$ cat src/rtl/inst_fetch_unit_pkg.sv
// Shared types and constants for the instruction fetch stage.
package inst_fetch_unit_pkg;

  typedef enum logic [1:0] {
    ST_IDLE = 2'd0,
    ST_RUN  = 2'd1,
    ST_HALT = 2'd2
  } fetch_state_t;

  localparam logic [31:0] HALT_WORD_DEF = 32'hFFFF_FFFF;
  localparam logic [31:0] PC_INC        = 32'd4;

  typedef struct packed {
    logic [31:0] inst;
    logic [31:0] pc;
  } fetch_entry_t;

endpackage

$ cat src/rtl/inst_fetch_unit_fetch_fifo.sv
// Prefetch buffer: power-of-2 depth ring with synchronous flush; head is zero when empty.
module fetch_fifo #(
  parameter  int W     = 64,
  parameter  int DEPTH = 4,
  localparam int AW    = $clog2(DEPTH),
  localparam int CW    = AW + 1
) (
  input  logic          clk,
  input  logic          rst_n,
  input  logic          i_push,
  input  logic [W-1:0]  i_data,
  input  logic          i_pop,
  input  logic          i_flush,
  output logic [CW-1:0] o_count,
  output logic [W-1:0]  o_head
);

  logic [W-1:0]  r_mem [DEPTH];
  logic [AW-1:0] r_rd_ptr, r_wr_ptr;
  logic [CW-1:0] r_count;
  logic          w_do_pop;

  assign w_do_pop = i_pop & (r_count != '0);

  always_ff @(posedge clk) begin
    if (i_push && !i_flush) r_mem[r_wr_ptr] <= i_data;
  end

  always_ff @(posedge clk or negedge rst_n) begin
    if (!rst_n) begin
      r_rd_ptr <= '0;
      r_wr_ptr <= '0;
      r_count  <= '0;
    end else if (i_flush) begin
      r_rd_ptr <= '0;
      r_wr_ptr <= '0;
      r_count  <= '0;
    end else begin
      if (i_push)   r_wr_ptr <= r_wr_ptr + AW'(1);
      if (w_do_pop) r_rd_ptr <= r_rd_ptr + AW'(1);
      case ({i_push, w_do_pop})
        2'b10:   r_count <= r_count + CW'(1);
        2'b01:   r_count <= r_count - CW'(1);
        default: r_count <= r_count;
      endcase
    end
  end

  assign o_count = r_count;
  assign o_head  = (r_count != '0) ? r_mem[r_rd_ptr] : '0;

endmodule

$ cat src/rtl/inst_fetch_unit.sv
// Fetch stage: PC, single-outstanding imem reads, prefetch FIFO, redirect/flush and halt detection.
module inst_fetch_unit
  import inst_fetch_unit_pkg::*;
#(
  parameter  int          ADDR_W     = 8,
  parameter  int          FIFO_DEPTH = 4,
  parameter  logic [31:0] RESET_PC   = 32'h0000_0000,
  parameter  logic [31:0] HALT_WORD  = HALT_WORD_DEF,
  localparam int          CW         = $clog2(FIFO_DEPTH) + 1
) (
  input  logic              clk,
  input  logic              rst_n,
  input  logic              en,
  input  logic              redirect_valid,
  input  logic [31:0]       redirect_pc,
  output logic [ADDR_W-1:0] imem_addr,
  output logic              imem_rd,
  input  logic [31:0]       imem_rdata,
  output logic [31:0]       inst,
  output logic [31:0]       inst_pc,
  output logic              inst_valid,
  input  logic              inst_ready,
  output logic              halted,
  output logic [CW-1:0]     fifo_count
);

  fetch_state_t r_state, w_next_state;
  logic [31:0]  r_pc, r_issue_pc, w_redir_pc;
  logic         r_inflight;
  logic         w_resp, w_halt_hit, w_push, w_issue;
  logic [CW-1:0] w_occ;
  fetch_entry_t w_push_entry, w_head;

  assign w_redir_pc = redirect_pc & ~32'h3;

  // A response landing in a redirect cycle belongs to the old stream and is dropped.
  assign w_resp     = r_inflight & ~redirect_valid;
  assign w_halt_hit = w_resp & (imem_rdata == HALT_WORD);
  assign w_push     = w_resp & ~w_halt_hit;
  assign w_occ      = fifo_count + CW'(r_inflight);

  always_ff @(posedge clk or negedge rst_n) begin
    if (!rst_n) r_state <= ST_IDLE;
    else        r_state <= w_next_state;
  end

  always_comb begin
    w_next_state = r_state;
    if (redirect_valid) begin
      w_next_state = en ? ST_RUN : ST_IDLE;
    end else begin
      case (r_state)
        ST_IDLE: w_next_state = w_halt_hit ? ST_HALT : (en ? ST_RUN : ST_IDLE);
        ST_RUN:  w_next_state = w_halt_hit ? ST_HALT : (en ? ST_RUN : ST_IDLE);
        ST_HALT: w_next_state = en ? ST_HALT : ST_IDLE;
        default: w_next_state = ST_IDLE;
      endcase
    end
  end

  // Suppressing issue on a halt hit keeps the PC frozen just past the halt word.
  always_comb begin
    w_issue = (r_state == ST_RUN) & en & ~redirect_valid & ~w_halt_hit &
              (w_occ < CW'(FIFO_DEPTH));
    imem_rd = w_issue;
    halted  = (r_state == ST_HALT);
  end

  assign imem_addr = r_pc[ADDR_W+1:2];

  always_ff @(posedge clk or negedge rst_n) begin
    if (!rst_n) begin
      r_pc       <= RESET_PC;
      r_issue_pc <= '0;
      r_inflight <= 1'b0;
    end else begin
      r_inflight <= w_issue;
      if (redirect_valid) begin
        r_pc <= w_redir_pc;
      end else if (w_issue) begin
        r_pc       <= r_pc + PC_INC;
        r_issue_pc <= r_pc;
      end
    end
  end

  assign w_push_entry = '{inst: imem_rdata, pc: r_issue_pc};

  fetch_fifo #(
    .W     ($bits(fetch_entry_t)),
    .DEPTH (FIFO_DEPTH)
  ) u_fifo (
    .clk     (clk),
    .rst_n   (rst_n),
    .i_push  (w_push),
    .i_data  (w_push_entry),
    .i_pop   (inst_valid & inst_ready),
    .i_flush (redirect_valid),
    .o_count (fifo_count),
    .o_head  (w_head)
  );

  assign inst_valid = (fifo_count != '0);
  assign inst       = w_head.inst;
  assign inst_pc    = w_head.pc;

endmodule

$ cat config.mk
export PLATFORM = sky130hd
export DESIGN_NAME = inst_fetch_unit
export DESIGN_NICKNAME = d
export VERILOG_FILES = /design/src/rtl/inst_fetch_unit_pkg.sv /design/src/rtl/inst_fetch_unit_fetch_fifo.sv /design/src/rtl/inst_fetch_unit.sv
export SDC_FILE = /design/constraint.sdc
export NUM_CORES = 1
export LEC_CHECK = 0
export ABC_AREA = 1
export CAP_MARGIN = 20
export CELL_PAD_IN_SITES_DETAIL_PLACEMENT = 1
export CELL_PAD_IN_SITES_GLOBAL_PLACEMENT = 1
export CORE_ASPECT_RATIO = 2
export CORE_MARGIN = 4
export CORE_UTILIZATION = 45
export DETAILED_ROUTE_END_ITERATION = 10
export PLACE_DENSITY_LB_ADDON = 0.1
export REMOVE_ABC_BUFFERS = 1
export SLEW_MARGIN = 10
export SYNTH_ARGS = -nofsm -noshare
export SYNTH_HDL_FRONTEND = slang
export SYNTH_HIERARCHICAL = 1
export SYNTH_SLANG_ARGS = --single-unit
$ cat constraint.sdc
create_clock -name clk -period 7 [get_ports clk]
set_input_delay 1.4 -clock clk [delete_from_list [all_inputs] [get_ports clk]]
set_output_delay 1.4 -clock clk [all_outputs]
set_load 0.005 [all_outputs]
== Word level (Yosys, flattened, before mapping) ==
Memories as Yosys holds them, arrays and structs flattened.
Cells that the tools add are included.
W data, S select, Z words.
Word-level totals
  bits in registers: 74
  memory bits (writable): 256
  bits of input ports: 69
  output and inout bits: 78
  word-level logic and storage cells: 57
  memories: 1
Cells by class
  add/sub/neg operators: 6
  magnitude comparators: 1
  equal/unequal tests: 5
  multiplexer cells: 16
  bitwise operators: 11
  reductions and logical operators: 10
Memories
  u_fifo.r_mem: depth 4, width 64, read ports 1, clocked after memory_dff 0, write ports 1, RTL line inst_fetch_unit_fetch_fifo.sv:18  | logic [W-1:0] r_mem [DEPTH];
Operators with widths (count)
  $mux W32: 2
  $mux W64: 1
  $add A32 B3 Y32 const B: 1
  $eq A32 B32 Y1 const B: 1
  $mux W2: 7
  $and A1 B1 Y1: 9
  $pmux W3 S2: 1
  $reduce_bool A2 Y1: 3
  $reduce_bool A3 Y1: 2
  $add A2 B1 Y2 const B: 2
  $eq A2 B1 Y1 const B: 2
  $eq A2 B2 Y1 const B: 2
  $pmux W2 S2: 1
  $add A3 B1 Y3: 1
  $add A3 B1 Y3 const B: 1
  $lt A3 B3 Y1 const B: 1
  $mux W1: 3
  $mux W3: 1
  $sub A3 B1 Y3 const B: 1
  $logic_not A2 Y1: 1
  $not A1 Y1: 2
  $reduce_and A2 Y1: 1
  $reduce_or A2 Y1: 1
  $logic_and A1 B1 Y1: 1
  $logic_not A1 Y1: 1

== Longest topological paths before layout ==
  depth after elaboration: 8
  depth in mapped cells: 14
  mapped depth without buffers: 14

== By module ==
The synthesis kept the hierarchy.
By module, submodules not included
  fetch_fifo: instances 1, cells each 819, area an instance 10378.7 µm², sequential area each 7862.5 µm²
  inst_fetch_unit: instances 1, cells each 519, area an instance 3641.0 µm², sequential area each 1576.5 µm²

== Worst setup path before layout ==
No wires, ideal clock.
  path type: input to register
  start: in redirect_valid
  end: mem u_fifo.r_mem[0][0] (enable)
  setup time: 487 ps
  data arrival time: 4963 ps
  data required time: 6513 ps
  path slack: 1550 ps
  stages on the path: 5
  buffers on the path: 1
  path through: buf_6 > nor2_1 > a21boi_0 > nand2_1 > nor2_1
Between the ends
  longest elaborated chain between the ends: 8
  elaborated cells between the ends (all ways): 9
  those cells by class: 2 x mux; 5 x bitwise; 2 x reduce/logical
RTL lines
  start: declaration: RTL line inst_fetch_unit.sv:14  | input logic redirect_valid,
  $not A1 Y1 (no line) (*)
  $and A1 B1 Y1 (*): RTL line inst_fetch_unit.sv:37  | assign w_resp = r_inflight & ~redirect_valid;
  $and A1 B1 Y1: RTL line inst_fetch_unit.sv:38  | assign w_halt_hit = w_resp & (imem_rdata == HALT_WORD);
  $not A1 Y1: RTL line inst_fetch_unit.sv:39  | assign w_push = w_resp & ~w_halt_hit;
  $and A1 B1 Y1 (*): RTL line inst_fetch_unit.sv:39
  named net w_push: RTL line inst_fetch_unit.sv:30  | logic w_resp, w_halt_hit, w_push, w_issue;
  $logic_and A1 B1 Y1 (*): RTL line inst_fetch_unit_fetch_fifo.sv:26  | if (i_push && !i_flush) r_mem[r_wr_ptr] <= i_data;
  $mux W1 (*): RTL line inst_fetch_unit_fetch_fifo.sv:26
  $mux W1 (implied by the code) (*): RTL line inst_fetch_unit_fetch_fifo.sv:26
  end: declaration: RTL line inst_fetch_unit_fetch_fifo.sv:18
Mark *: on every way through the listed nets, which the timed path passes. The rest lies on a longest branch.

== Worst setup path after layout ==
  start: in imem_rdata[15]
  end: out imem_rd
Between the ends
  longest elaborated chain between the ends: 5
RTL lines
  start: declaration: RTL line inst_fetch_unit.sv:18  | input logic [31:0] imem_rdata,
  $eq A32 B32 Y1: RTL line inst_fetch_unit.sv:38
  $and A1 B1 Y1: RTL line inst_fetch_unit.sv:38
  $not A1 Y1: RTL line inst_fetch_unit.sv:63  | w_issue = (r_state == ST_RUN) & en & ~redirect_valid & ~w_halt_hit &
  $and A1 B1 Y1 (2 in a row): RTL line inst_fetch_unit.sv:63
  end: declaration: RTL line inst_fetch_unit.sv:17  | output logic imem_rd,
Every way passes these cells.

==> flow_summary.html <==
<table>
<tr><th>Metric</th><th>Value</th></tr>
<tr><th colspan="2">Clocking</th></tr>
<tr><td>Post-CTS setup repair buffer count</td><td>0</td></tr>
<tr><td>Total clock sinks</td><td>around 330</td></tr>
<tr><td>Master cell of the clock root buffer</td><td>sky130_fd_sc_hd__clkbuf_16</td></tr>
<tr><td>TritonCTS clock tree</td><td>yes</td></tr>
<tr><td>CTS max path bufs</td><td>3</td></tr>
<tr><td>Post_cts resized</td><td>0</td></tr>
<tr><td>Post-CTS Hold Buffers</td><td>0</td></tr>
<tr><td>H-tree Lvls</td><td>1</td></tr>
<tr><td>Clock Pin Slew Worst Setup and Hold Paths</td><td>~60 ps</td></tr>
<tr><td>Worst-Skew Late Latency</td><td>between 500 and 600 ps</td></tr>
<tr><td>TritonCTS buffer count</td><td>29</td></tr>
<tr><th colspan="2">GRT</th></tr>
<tr><td>Maximum number of pins on one net before global-route repair</td><td>85</td></tr>
<tr><td>Number of global-route vias before repair</td><td>roughly 11000</td></tr>
<tr><td>First-pass GRT wire length</td><td>58900 um</td></tr>
<tr><td>Initial antenna violation count</td><td>0</td></tr>
<tr><td>All-Layer GR Usage</td><td>21.6%</td></tr>
<tr><td>GR Overflow Total</td><td>0</td></tr>
<tr><th colspan="2">Yosys</th></tr>
<tr><td>Netlist area before placement</td><td>0.0140 mm^2</td></tr>
<tr><td>Post-synthesis sequential area ratio</td><td>~67%</td></tr>
<tr><td>Post-synth top cells</td><td>sky130_fd_sc_hd__nor2_1, sky130_fd_sc_hd__edfxtp_1, sky130_fd_sc_hd__nand2_1</td></tr>
<tr><td>Cell taking the most area after synthesis</td><td>sky130_fd_sc_hd__edfxtp_1</td></tr>
<tr><td>Ys Warns</td><td>6</td></tr>
<tr><td>Number of flops mapped to enable cells by yosys</td><td>256</td></tr>
<tr><td>Most repeated cell in the gate-level netlist after synthesis</td><td>sky130_fd_sc_hd__nor2_1</td></tr>
<tr><td>Async set-or-reset flop fraction in the synthesized netlist</td><td>a little over a fifth</td></tr>
<tr><td>Average cell area after synthesis</td><td>~10 um^2</td></tr>
<tr><td>Post-synth cell types</td><td>31</td></tr>
<tr><td>Most area-consuming cells after synthesis</td><td>sky130_fd_sc_hd__edfxtp_1, sky130_fd_sc_hd__dfrtp_1, sky130_fd_sc_hd__nor2_1</td></tr>
<tr><td>Commonest register cell after synthesis</td><td>sky130_fd_sc_hd__edfxtp_1</td></tr>
<tr><td>Number of instances in the synthesized netlist</td><td>approximately 1300</td></tr>
<tr><td>Seq cells post-synth</td><td>between 300 and 400</td></tr>
<tr><td>Area share of the leading cell type in the synthesized netlist</td><td>a little over half</td></tr>
<tr><th colspan="2">Pwr</th></tr>
<tr><td>Power dissipated by switching net loads</td><td>0.00159 W</td></tr>
<tr><td>Power share of the clock group</td><td>a little under a third</td></tr>
<tr><td>Total design power</td><td>0.00536 W</td></tr>
<tr><td>Leak</td><td>slightly above 6 nW</td></tr>
<tr><td>Proportion of total power due to net switching</td><td>about 30%</td></tr>
<tr><td>Sequential Power Share</td><td>a little under half</td></tr>
<tr><td>Internal Pwr Total</td><td>between 0.003 and 0.004 W</td></tr>
<tr><td>VDD IR max</td><td>around 0.22 mV</td></tr>
<tr><td>Fraction of power consumed by combinational cells</td><td>between 20% and 30%</td></tr>
<tr><td>Power density normalized to cell area</td><td>about 320 mW/mm^2</td></tr>
<tr><th colspan="2">Finish</th></tr>
<tr><td>Flip-flop and latch area</td><td>about 0.0094 mm^2</td></tr>
<tr><td>Fraction of final layout cells sized beyond drive strength 1</td><td>under 10%</td></tr>
<tr><td>Area delta synth-&gt;final</td><td>18.8%</td></tr>
<tr><td>Total area of multi-input combinational cells</td><td>roughly 0.0040 mm^2</td></tr>
<tr><td>Layout net count</td><td>roughly 1500</td></tr>
<tr><td>Number of standard cells in the layout, taps in and fillers out</td><td>around 1900</td></tr>
<tr><td># diodes</td><td>0</td></tr>
<tr><td>Util after Layout</td><td>approximately 54%</td></tr>
<tr><td>Fill cell count</td><td>3337</td></tr>
<tr><th colspan="2">STA</th></tr>
<tr><td>Setup TNS</td><td>0 ps</td></tr>
<tr><td>Minimum hold slack</td><td>between 500 and 600 ps</td></tr>
<tr><td>Unrepaired setup endpoints after global routing</td><td>no</td></tr>
<tr><td>Setup clock skew after layout</td><td>approximately 13 ps</td></tr>
<tr><td>Maximum clock rate</td><td>roughly 0.18 GHz</td></tr>
<tr><td>Slew Viols, Final</td><td>0</td></tr>
<tr><td>Pin slew with the least headroom to its limit</td><td>roughly 1100 ps</td></tr>
<tr><td>Share of the cycle needed by the critical path after routing</td><td>roughly 78%</td></tr>
<tr><td>Max transition margin</td><td>28.9%</td></tr>
<tr><td>Final number of hold-violating endpoints</td><td>0</td></tr>
<tr><td>Period minus WS final</td><td>roughly 5400 ps</td></tr>
<tr><td>Final setup fails</td><td>0</td></tr>
<tr><th colspan="2">Drt</th></tr>
<tr><td>Remaining routing DRC violations</td><td>0</td></tr>
<tr><td>Wirelength, routed</td><td>36900 um</td></tr>
<tr><td>Per-cell via count in the routed design</td><td>about 5.3</td></tr>
<tr><td>DRC marker count from the first detailed-route iteration</td><td>516</td></tr>
<tr><td>Antenna Nets Post-Route</td><td>0</td></tr>
<tr><td>Average routed wire per standard cell</td><td>just under 20 um</td></tr>
<tr><td>Vias</td><td>10004</td></tr>
<tr><td>Length of the first detailed-routing pass in iterations</td><td>4</td></tr>
<tr><th colspan="2">Setup path</th></tr>
<tr><td>R2R Setup Slk</td><td>3970 ps</td></tr>
<tr><td>Type of the setup path with the least slack</td><td>in -&gt; out</td></tr>
<tr><td>Category of the worst setup path capture point</td><td>output pin</td></tr>
<tr><td>Slowest CP cell</td><td>sky130_fd_sc_hd__clkdlybuf4s50_1</td></tr>
<tr><td>Req. time, crit path</td><td>5600 ps</td></tr>
<tr><td>Worst stage delay on the critical path</td><td>about 560 ps</td></tr>
<tr><td>Maximum fanout count along the critical path</td><td>26</td></tr>
<tr><td>Arrival time of the worst setup path</td><td>between 4000 and 5000 ps</td></tr>
<tr><td>Worst-path cell chain</td><td>clkdlybuf4s50_1 &gt; nand2_1 &gt; nor2_1 &gt; nand2_1 &gt; nor2_1 &gt; nand3_1 &gt; nand2_2 &gt; inv_2 &gt; clkdlybuf4s50_1</td></tr>
<tr><td>Kind of start point of the critical path</td><td>primary input</td></tr>
<tr><th colspan="2">Floorplanning</th></tr>
<tr><td>Ports</td><td>147</td></tr>
<tr><td>Site Rows</td><td>a little over 90</td></tr>
<tr><td>Die extent in x</td><td>approximately 130 um</td></tr>
<tr><td>Die extent in y</td><td>roughly 260 um</td></tr>
<tr><td>Initial Util</td><td>45.4%</td></tr>
<tr><td>Total die area</td><td>between 0.03 and 0.04 mm^2</td></tr>
<tr><td>Floorplan core area</td><td>roughly 0.031 mm^2</td></tr>
<tr><th colspan="2">Run</th></tr>
<tr><td>Total of max-cap violations</td><td>0</td></tr>
<tr><th colspan="2">Place</th></tr>
<tr><td>Final weighted congestion in routability-driven placement</td><td>approximately 0.8</td></tr>
<tr><td>Number of instances in the placed design</td><td>between 1500 and 2000</td></tr>
<tr><td>IO buf count</td><td>144</td></tr>
<tr><td>Post-DP HPWL</td><td>between 20000 and 25000 um</td></tr>
<tr><th colspan="2">Worst hold path</th></tr>
<tr><td>Type of the worst min-delay path</td><td>reg -&gt; reg</td></tr>
<tr><th colspan="2">Outcome</th></tr>
<tr><td>Status</td><td>finished clean</td></tr>
</table>
## area by class of cell
| cell class | instances | share of cell area [%] |
|---|---|---|
| inverter | 49 | 1.12 |
| timing repair buffer | 158 | 9.49 |
| tap | 418 | 3.14 |
| clock buffer | 34 | 4.47 |
| multi-input combinational | 896 | 23.9 |
| sequential | 326 | 56.7 |
| clock inverter | 18 | 1.18 |
## cell usage in the layout (no fill, tap or decap), types with 29 or more instances in the layout
cell type                         netlist  routed
sky130_fd_sc_hd__a21oi_1               66      66
sky130_fd_sc_hd__clkbuf_16              0      29
sky130_fd_sc_hd__clkdlybuf4s50_1        0     143
sky130_fd_sc_hd__dfrtp_1               70      68
sky130_fd_sc_hd__edfxtp_1             256     256
sky130_fd_sc_hd__inv_1                 45      44
sky130_fd_sc_hd__nand2_1              226     226
sky130_fd_sc_hd__nand3_1               75      75
sky130_fd_sc_hd__nor2_1               316     312
sky130_fd_sc_hd__o21ai_0              148     148
## path summary, 6_finish.rpt
kind                       cells after the start                       start                        endpoint
hold / removal                                 0  r_issue_pc[15]$_DFFE_PN0P_   u_fifo/r_mem[3][15]$_DFFE_PP_
setup / recovery                               9              imem_rdata[15]                         imem_rd
min in group asynchronous                      1                       rst_n   u_fifo/o_count[0]$_DFFE_PN0P_
setup reg to reg                               6        r_inflight$_DFF_PN0_   u_fifo/r_mem[3][18]$_DFFE_PP_
hold reg to reg                                0  r_issue_pc[15]$_DFFE_PN0P_   u_fifo/r_mem[3][15]$_DFFE_PP_
max in group asynchronous                      1                       rst_n  u_fifo/r_rd_ptr[0]$_DFFE_PN0P_
## through the flow
step / setup WS (ps) / instance area (um^2)
floorplan: 1630 / 13600
global placement: 1550 / 15700
detailed placement: 1520 / 15700
CTS: 1490 / 16700
global route: 1380 / 16700
finish: 1570 / 16700
## power by group through the flow
stage	sequential [W]	combinational [W]	clock (W)
6_report	0.00244	0.00131	0.00161
5_1_grt	0.00246	0.00144	0.00172
3_5_place_dp	0.00248	0.00133	0
4_1_cts	0.00244	0.00134	0.00165
2_1_floorplan	0.00245	0.000550	0
3_3_place_gp	0.00247	0.00130	0
## registers in the layout (all words and copies together) (netlist names)
register,flops
r_issue_pc,30
u_fifo/r_rd_ptr,2
r_state,2
r_pc,30
u_fifo/r_mem,256
u_fifo/o_count,3
u_fifo/r_wr_ptr,2
r_inflight,1
## cell families after synthesis
| family | share of synthesized area [%] |
|---|---|
| simple gates | 18.2 |
| other cells | 0.0267 |
| compound gates | 8.28 |
| xor+xnor | 0.875 |
| flops | 67.3 |
| fa+ha+maj | 0.589 |
| buf+inv | 4.68 |
## critical path, delay by kind of cell
kind	cells	cell delay [ps]
buffers and inverters	3	1310
and+or+nand+nor	6	1310
## metal layers
metal  vias to the layer above  track usage [%]  part of all wire (%)
met5                         -                0                     0
met4                         0             8.29                   3.6
met3                        59             2.01                   2.5
met2                       163             41.6                    56
met1                      5024             24.1                    38
li1                       4758                -                     -
(Power assumes the default switching activity.)
